### config.mk
export PLATFORM = sky130hd
export DESIGN_NAME = vram_arbiter
export DESIGN_NICKNAME = d
export VERILOG_FILES = /design/src/rtl/vram_pkg.sv /design/src/rtl/vram_arbiter_rd_pipe.sv /design/src/rtl/vram_arbiter.sv
export SDC_FILE = /design/constraint.sdc
export NUM_CORES = 1
export LEC_CHECK = 0
export CAP_MARGIN = 15
export CORE_MARGIN = 1
export CORE_UTILIZATION = 39
export DETAILED_ROUTE_END_ITERATION = 6
export GPL_TIMING_DRIVEN = 0
export PLACE_DENSITY = 0.86
export SKIP_LAST_GASP = 1
export SYNTH_ARGS = -nofsm -noshare
export SYNTH_HDL_FRONTEND = slang
export SYNTH_SLANG_ARGS = --single-unit
### constraint.sdc
create_clock -name clk -period 2 [get_ports clk]
set_input_delay 0.3 -clock clk [delete_from_list [all_inputs] [get_ports clk]]
set_output_delay 0.3 -clock clk [all_outputs]
set_load 0.005 [all_outputs]
### src/rtl/vram_pkg.sv
// Shared types and defaults for the frame-buffer arbiter slice.
package vram_pkg;

  localparam int unsigned AW_DEF = 16;
  localparam int unsigned DW_DEF = 8;

  typedef enum logic [1:0] {ARB_IDLE, ARB_VGA, ARB_CPU} arb_state_t;
  typedef enum logic [1:0] {OWN_NONE, OWN_VGA, OWN_CPU} owner_t;

endpackage

### src/rtl/vram_arbiter_rd_pipe.sv
// Owner-tag delay line: the tag of each accepted read emerges at the head
// on the same cycle the RAM presents its data.
module arb_rd_pipe
  import vram_pkg::*;
#(
  parameter int unsigned DEPTH = 2
) (
  input  logic   clk,
  input  logic   rst,
  input  owner_t own_in,
  output owner_t own_out
);

  owner_t stage_q [DEPTH];
  owner_t stage_d [DEPTH];

  always_comb begin
    stage_d[0] = own_in;
    for (int unsigned i = 1; i < DEPTH; i++) begin
      stage_d[i] = stage_q[i-1];
    end
  end

  always_ff @(posedge clk or negedge rst) begin
    if (!rst) begin
      for (int unsigned i = 0; i < DEPTH; i++) begin
        stage_q[i] <= OWN_NONE;
      end
    end else begin
      stage_q <= stage_d;
    end
  end

  assign own_out = stage_q[DEPTH-1];

endmodule

### src/rtl/vram_arbiter.sv
// Single-port frame-buffer arbiter: VGA has fixed priority, the CPU is
// guaranteed a grant after MAX_WAIT consecutive denials.
module vram_arbiter
  import vram_pkg::*;
#(
  parameter int unsigned AW       = AW_DEF,
  parameter int unsigned DW       = DW_DEF,
  parameter int unsigned MAX_WAIT = 4,
  parameter int unsigned RD_LAT   = 1
) (
  input  logic          clk,
  input  logic          rst,
  input  logic          vga_req,
  input  logic [AW-1:0] vga_addr,
  output logic          vga_gnt,
  output logic [DW-1:0] vga_rdata,
  output logic          vga_rvalid,
  input  logic          cpu_req,
  input  logic          cpu_we,
  input  logic [AW-1:0] cpu_addr,
  input  logic [DW-1:0] cpu_wdata,
  output logic          cpu_gnt,
  output logic [DW-1:0] cpu_rdata,
  output logic          cpu_rvalid,
  output logic          mem_en,
  output logic          mem_we,
  output logic [AW-1:0] mem_addr,
  output logic [DW-1:0] mem_wdata,
  input  logic [DW-1:0] mem_rdata
);

  localparam int unsigned   SW      = $clog2(MAX_WAIT + 1);
  localparam logic [SW-1:0] MAX_CNT = SW'(MAX_WAIT);

  arb_state_t    state_q, state_d;
  logic [SW-1:0] starve_cnt_q, starve_cnt_d;
  logic          mem_en_q, mem_en_d;
  logic          mem_we_q, mem_we_d;
  logic [AW-1:0] mem_addr_q, mem_addr_d;
  logic [DW-1:0] mem_wdata_q, mem_wdata_d;
  logic          forced;
  owner_t        own_issue, own_head;

  always_ff @(posedge clk or negedge rst) begin
    if (!rst) begin
      state_q <= ARB_IDLE;
    end else begin
      state_q <= state_d;
    end
  end

  always_comb begin
    state_d = ARB_IDLE;
    if (vga_gnt)      state_d = ARB_VGA;
    else if (cpu_gnt) state_d = ARB_CPU;
  end

  // Grants are held low while reset is asserted so every output reads 0.
  always_comb begin
    forced  = cpu_req && (starve_cnt_q == MAX_CNT);
    vga_gnt = rst && vga_req && !forced;
    cpu_gnt = rst && cpu_req && (forced || !vga_req);
  end

  always_comb begin
    starve_cnt_d = '0;
    if (cpu_req && !cpu_gnt) begin
      starve_cnt_d = (starve_cnt_q == MAX_CNT) ? starve_cnt_q : starve_cnt_q + 1'b1;
    end
    mem_en_d    = vga_gnt || cpu_gnt;
    mem_we_d    = cpu_gnt && cpu_we;
    mem_addr_d  = '0;
    mem_wdata_d = '0;
    own_issue   = OWN_NONE;
    if (cpu_gnt) begin
      mem_addr_d  = cpu_addr;
      mem_wdata_d = cpu_we ? cpu_wdata : '0;
      own_issue   = cpu_we ? OWN_NONE : OWN_CPU;
    end else if (vga_gnt) begin
      mem_addr_d  = vga_addr;
      own_issue   = OWN_VGA;
    end
  end

  always_ff @(posedge clk or negedge rst) begin
    if (!rst) begin
      starve_cnt_q <= '0;
      mem_en_q     <= 1'b0;
      mem_we_q     <= 1'b0;
      mem_addr_q   <= '0;
      mem_wdata_q  <= '0;
    end else begin
      starve_cnt_q <= starve_cnt_d;
      mem_en_q     <= mem_en_d;
      mem_we_q     <= mem_we_d;
      mem_addr_q   <= mem_addr_d;
      mem_wdata_q  <= mem_wdata_d;
    end
  end

  arb_rd_pipe #(.DEPTH(RD_LAT + 1)) u_rd_pipe (
    .clk    (clk),
    .rst    (rst),
    .own_in (own_issue),
    .own_out(own_head)
  );

  assign mem_en     = mem_en_q;
  assign mem_we     = mem_we_q;
  assign mem_addr   = mem_addr_q;
  assign mem_wdata  = mem_wdata_q;
  assign vga_rvalid = (own_head == OWN_VGA);
  assign cpu_rvalid = (own_head == OWN_CPU);
  assign vga_rdata  = vga_rvalid ? mem_rdata : '0;
  assign cpu_rdata  = cpu_rvalid ? mem_rdata : '0;

  // The recorded owner and the issued command must always agree.
  always_ff @(posedge clk) begin
    if (rst) begin
      assert (!(vga_gnt && cpu_gnt));
      assert ((state_q == ARB_IDLE) == !mem_en_q);
    end
  end

endmodule

-- Word-level counts from Yosys, hierarchy flattened
Cells that the tools add are included.
- add/subtract/negate cells: 1
- equality and inequality tests: 4
- mux-type cells: 11
- reductions and logical operators: 12
- operators by type and width (kind ; count):
    $mux 16 ; 2
    $mux 8 ; 4
    $logic_and 1x1->1 ; 7
    $mux 3 ; 2
    $mux 2 ; 2
    $add 3x1->3 const B ; 1
    $eq 3x3->1 const B ; 1
    $logic_not 1->1 ; 3
    $eq 2x1->1 const B ; 1
    $eq 2x2->1 const B ; 1
    $logic_or 1x1->1 ; 2
    $ne 2x2->1 const B ; 1
    $mux 1 ; 1
- register bits: 33
- logic and storage cells: 35

-- Longest topological paths before layout
- depth after elaboration: 7
- mapped depth: 6

-- Modules after synthesis
Synthesis repeated with hierarchy kept, for this count alone.
- cell total of the unflattened synthesis: 106
- area total of the unflattened synthesis: 1357.6 µm²
- modules (own cells, without submodules) (module ; instances ; cells an instance ; area each (µm²)):
    vram_arbiter ; 1 ; 102 ; 1257.5
    arb_rd_pipe ; 1 ; 4 ; 100.1

-- Worst setup path before layout
No wires, ideal clock.
- path kind: register to output
- from: reg starve_cnt_q[0]
- to: out vga_gnt
- data arrival time: 1.174 ns
- data required time: 1.700 ns
- path slack: 0.526 ns
- cell stages (with the launch flop): 7
- cells stage by stage: dfrtp_1 > inv_1 > ha_1 > and3_1 > buf_6 > buf_12 > nor2_1
- cells in the longest elaborated chain, start to end: 4
- RTL lines (element ; line ; RTL):
    start: declaration ; vram_arbiter.sv:36 ; logic [SW-1:0] starve_cnt_q, starve_cnt_d;
    start signal: assignment ; vram_arbiter.sv:93 ; starve_cnt_q <= starve_cnt_d;
    $eq 3x3->1 ; vram_arbiter.sv:60 ; forced = cpu_req && (starve_cnt_q == MAX_CNT);
    $logic_and 1x1->1 ; vram_arbiter.sv:60 ;
    $logic_not 1->1 ; vram_arbiter.sv:61 ; vga_gnt = rst && vga_req && !forced;
    $logic_and 1x1->1 ; vram_arbiter.sv:61 ;
    end: declaration ; vram_arbiter.sv:15 ; output logic vga_gnt,
No other way between the ends.

-- Worst setup path after layout
- from: in vga_req
- to: out vga_gnt
- cells in the longest elaborated chain, start to end: 2
- RTL lines (element ; line ; RTL):
    start: declaration ; vram_arbiter.sv:13 ; input logic vga_req,
    $logic_and 1x1->1 (2 in series) ; vram_arbiter.sv:61 ;
No other way between the ends.

==> out/qor.yml <==
synth:
  synth_mux_area_share_pct: 0
  yosys.area.top_type: "dfrtp_1"
  syn-num-nets: 210
  yosys.area_share.simple_pct: 27.0
  synth_xor_area_share_pct: 0
  ys_ff_latch: 33
  ys_seq_area_share_pct: 53.1
  synthesis.area_sq_um: 1560
  ys.flop_type: "dfrtp_1"
  synth_edf_count: 0
  yosysWarningCount: 0
  synth_area_per_cell_sq_um: 10.0
  ys_types: 26
  synth.most_common_cell: "dfrtp_1"
  synth_top_family_by_area: "simple AND/OR/NAND/NOR gates"
  postSynth.asyncResetShare_pct: 100
  synthTopCellsByArea: "dfrtp_1, nand3_1, and2_1, o22ai_1, nor3_1"
  synth_compound_area_share_pct: 10.4
  synth_cells: 155
  synthAdderAreaFrac_pct: 1.61
  synth.top_cell.area_share_pct: 53.1
  synth_common_cells: "dfrtp_1, nand3_1, and2_1, o22ai_1, nand2_1"
critical_path:
  crit_chain: "clkdlybuf4s50_1 -> buf_4 -> buf_2 -> nand2_1 -> nor2_1 -> dlygate4sd2_1"
  critical_path_class: "in2out"
  start_kind: "primary input"
  critPathCaptureType: "output pin"
  crit_arrival_ns: 1.62
  rr_worst_depth: 6
  crit_slowest_cell: "clkdlybuf4s50_1"
  slowest_delay_ns: 0.48
  cp.required_ns: 1.70
  critical_path_peak_fanout: 10
finish:
  antenna_cells: 0
  drive_above_1_share_pct: 13.4
  fillers: 285
  area_delta_synth_final_pct: 79.2
  num-nets-final: 322
  regArea_sq_um: 826
  multiInputGateArea_sq_um: 624
  layout.cells.non_filler: 316
cts:
  cts.sinks: 33
  cts.path.max_buffers: 2
  insertion_delay_ns: 0.28
  h-tree-depth: 2
  cts_tree: "done"
  clkTransAtPathRegs_ns: 0.07
  cts-root-buf: "clkbuf_8"
  cts_buffers: 5
global_route:
  grt_pass1_vias: 1431
  grt_overflow: 0
  grt_pass1_wl_um: 6390
  antenna_found_initial: 0
  grt_max_degree: 34
  grtUsageTotal_pct: 20.4
floorplan:
  initial_core_util_pct: 41.5
  rows: 22
  dieArea_sq_um: 4240
  coreArea_sq_um: 3740
  die_w_um: 65.2
  dieHeight_um: 65.2
  io_pins: 99
sta:
  relSlewSlack_pct: 74.6
  slew_violations: 0
  setup_viol: 0
  fin_crit_sh_pct: 96.1
  finalWorstSetupSlack_ns: 0.0776
  finalHoldViolations: 0
  whs_ns: 0.353
  fmaxAchievable_mhz: 520
  fin_crit_ns: 1.92
  worst_pin_slew_ns: 0.381
  fin_worst_skew_ns: 0.00490
  rsz0062_at_grt: "no"
placement:
  dp_cells: 300
  place_hpwl_um: 3010
  gp_congestion: 0.802
  io_buffers: 97
  pre_cts_slack_ns: -0.441
power_and_ir_drop:
  leakage_nw: 1.20
  power_density_nw_per_um2: 611
  p_total_w: 0.00170
  peakVddDrop_mv: 0.433
route:
  wl_per_cell_um: 13.5
  num_vias: 1604
  drtPass1Iterations: 4
  dr.first_iter.drc_count: 84
  drc_errors: 0
  vias_per_cell: 5.08
  ant_nets: 0
  wirelength_um: 4250
outcome:
  status: "finished clean"
min_path:
  hold-path-cell-count: 0
  hp-class: "reg2reg"
job:
  maxCapViolCount: 0
-- what timing repair did --
| item | 4_1_cts | 5_1_grt |
|---|---|---|
| buffers inserted | 4 | 3 |
| pin swaps | 2 | 1 |
| gates cloned | 0 | 0 |
| resized for setup | 11 | 2 |
| hold buffers | 2 | 0 |
| setup endpoints to repair | 4 | 2 |
| endpoints found under the hold margin | 33 | 0 |
-- critical path, delay by kind of cell --
family                 cells  cell delay, ns
AND/OR/NAND/NOR            2            0.20
buffers and inverters      4            1.12
-- cell families (layout without fill, tap and decap cells) --
logic type / after synthesis / count (layout)
and+or+nand+nor: 80 / 80
DFF: 33 / 33
AOI/OAI and AO/OA: 22 / 22
buffers and inverters: 18 / 131
adders and majority gates: 2 / 2
-- sequential cells by signal, indices dropped and copies added (netlist names) --
name and flops:
mem_we 1, starve_cnt_q 3, mem_addr 16, mem_wdata 8, mem_en 1, u_rd_pipe.own_out 2, u_rd_pipe.stage_d 2
-- power breakdown --
part           leakage (nW)  switching, W  total [W]  internal, W
Combinational         0.702      0.000129   0.000346     0.000218
Clock                0.0585      0.000241   0.000647     0.000406
Sequential            0.442     0.0000115   0.000710     0.000698
-- per-layer routing --
layer | vias to the layer above | routed length [um] | track usage (%)
li1 | 763 | - | -
met4 | 0 | 97 | 8.42
met1 | 754 | 1570 | 21.8
met2 | 77 | 2210 | 36.3
met5 | - | 0 | 0
met3 | 10 | 381 | 7.12
-- path summary, 6_finish.rpt --
path	start	endpoint	slack, ns
setup / recovery	vga_req	vga_gnt	0.08
max in group asynchronous	rst	mem_addr[12]$_DFF_PN0_	1.29
setup reg to reg	starve_cnt_q[0]$_DFFE_PN0P_	mem_addr[12]$_DFF_PN0_	0.64
min in group asynchronous	rst	mem_addr[1]$_DFF_PN0_	0.53
hold / removal	u_rd_pipe.stage_d[1]$_DFF_PN0_	u_rd_pipe.own_out[1]$_DFF_PN0_	0.35
hold reg to reg	u_rd_pipe.stage_d[1]$_DFF_PN0_	u_rd_pipe.own_out[1]$_DFF_PN0_	0.35
-- cell usage in the layout, fill, tap and decap left out, drive strengths merged, types with 2 or more instances in the layout --
master	count
nand2	11
nor2	3
o21a	2
dlygate4sd2	2
o22ai	16
dfrtp	33
clkdlybuf4s50	94
nand3	32
nor2b	3
and2	17
inv	2
buf	23
o32ai	2
ha	2
clkbuf	8
nor3	9
-- final cells by class --
class | count | share of cell area, %
Buffer | 15 | 3.59
Clock buffer | 7 | 3.10
Clock inverter | 1 | 1.08
Inverter | 2 | 0.269
Multi-Input combinational cell | 104 | 22.4
Sequential cell | 33 | 29.6
Tap cell | 48 | 2.16
Timing Repair Buffer | 106 | 37.8
-- per-stage QoR --
step                utilization [%]  TNS, ns  cell area [sq um]
floorplan                         -        0               1560
CTS                            74.2        0               2780
detailed placement             69.0   -0.844               2580
global placement               69.1   -26.66               2590
finish                         74.4        0               2790
global route                   74.4        0               2790
No activity file was read; power rests on OpenSTA's default activity.
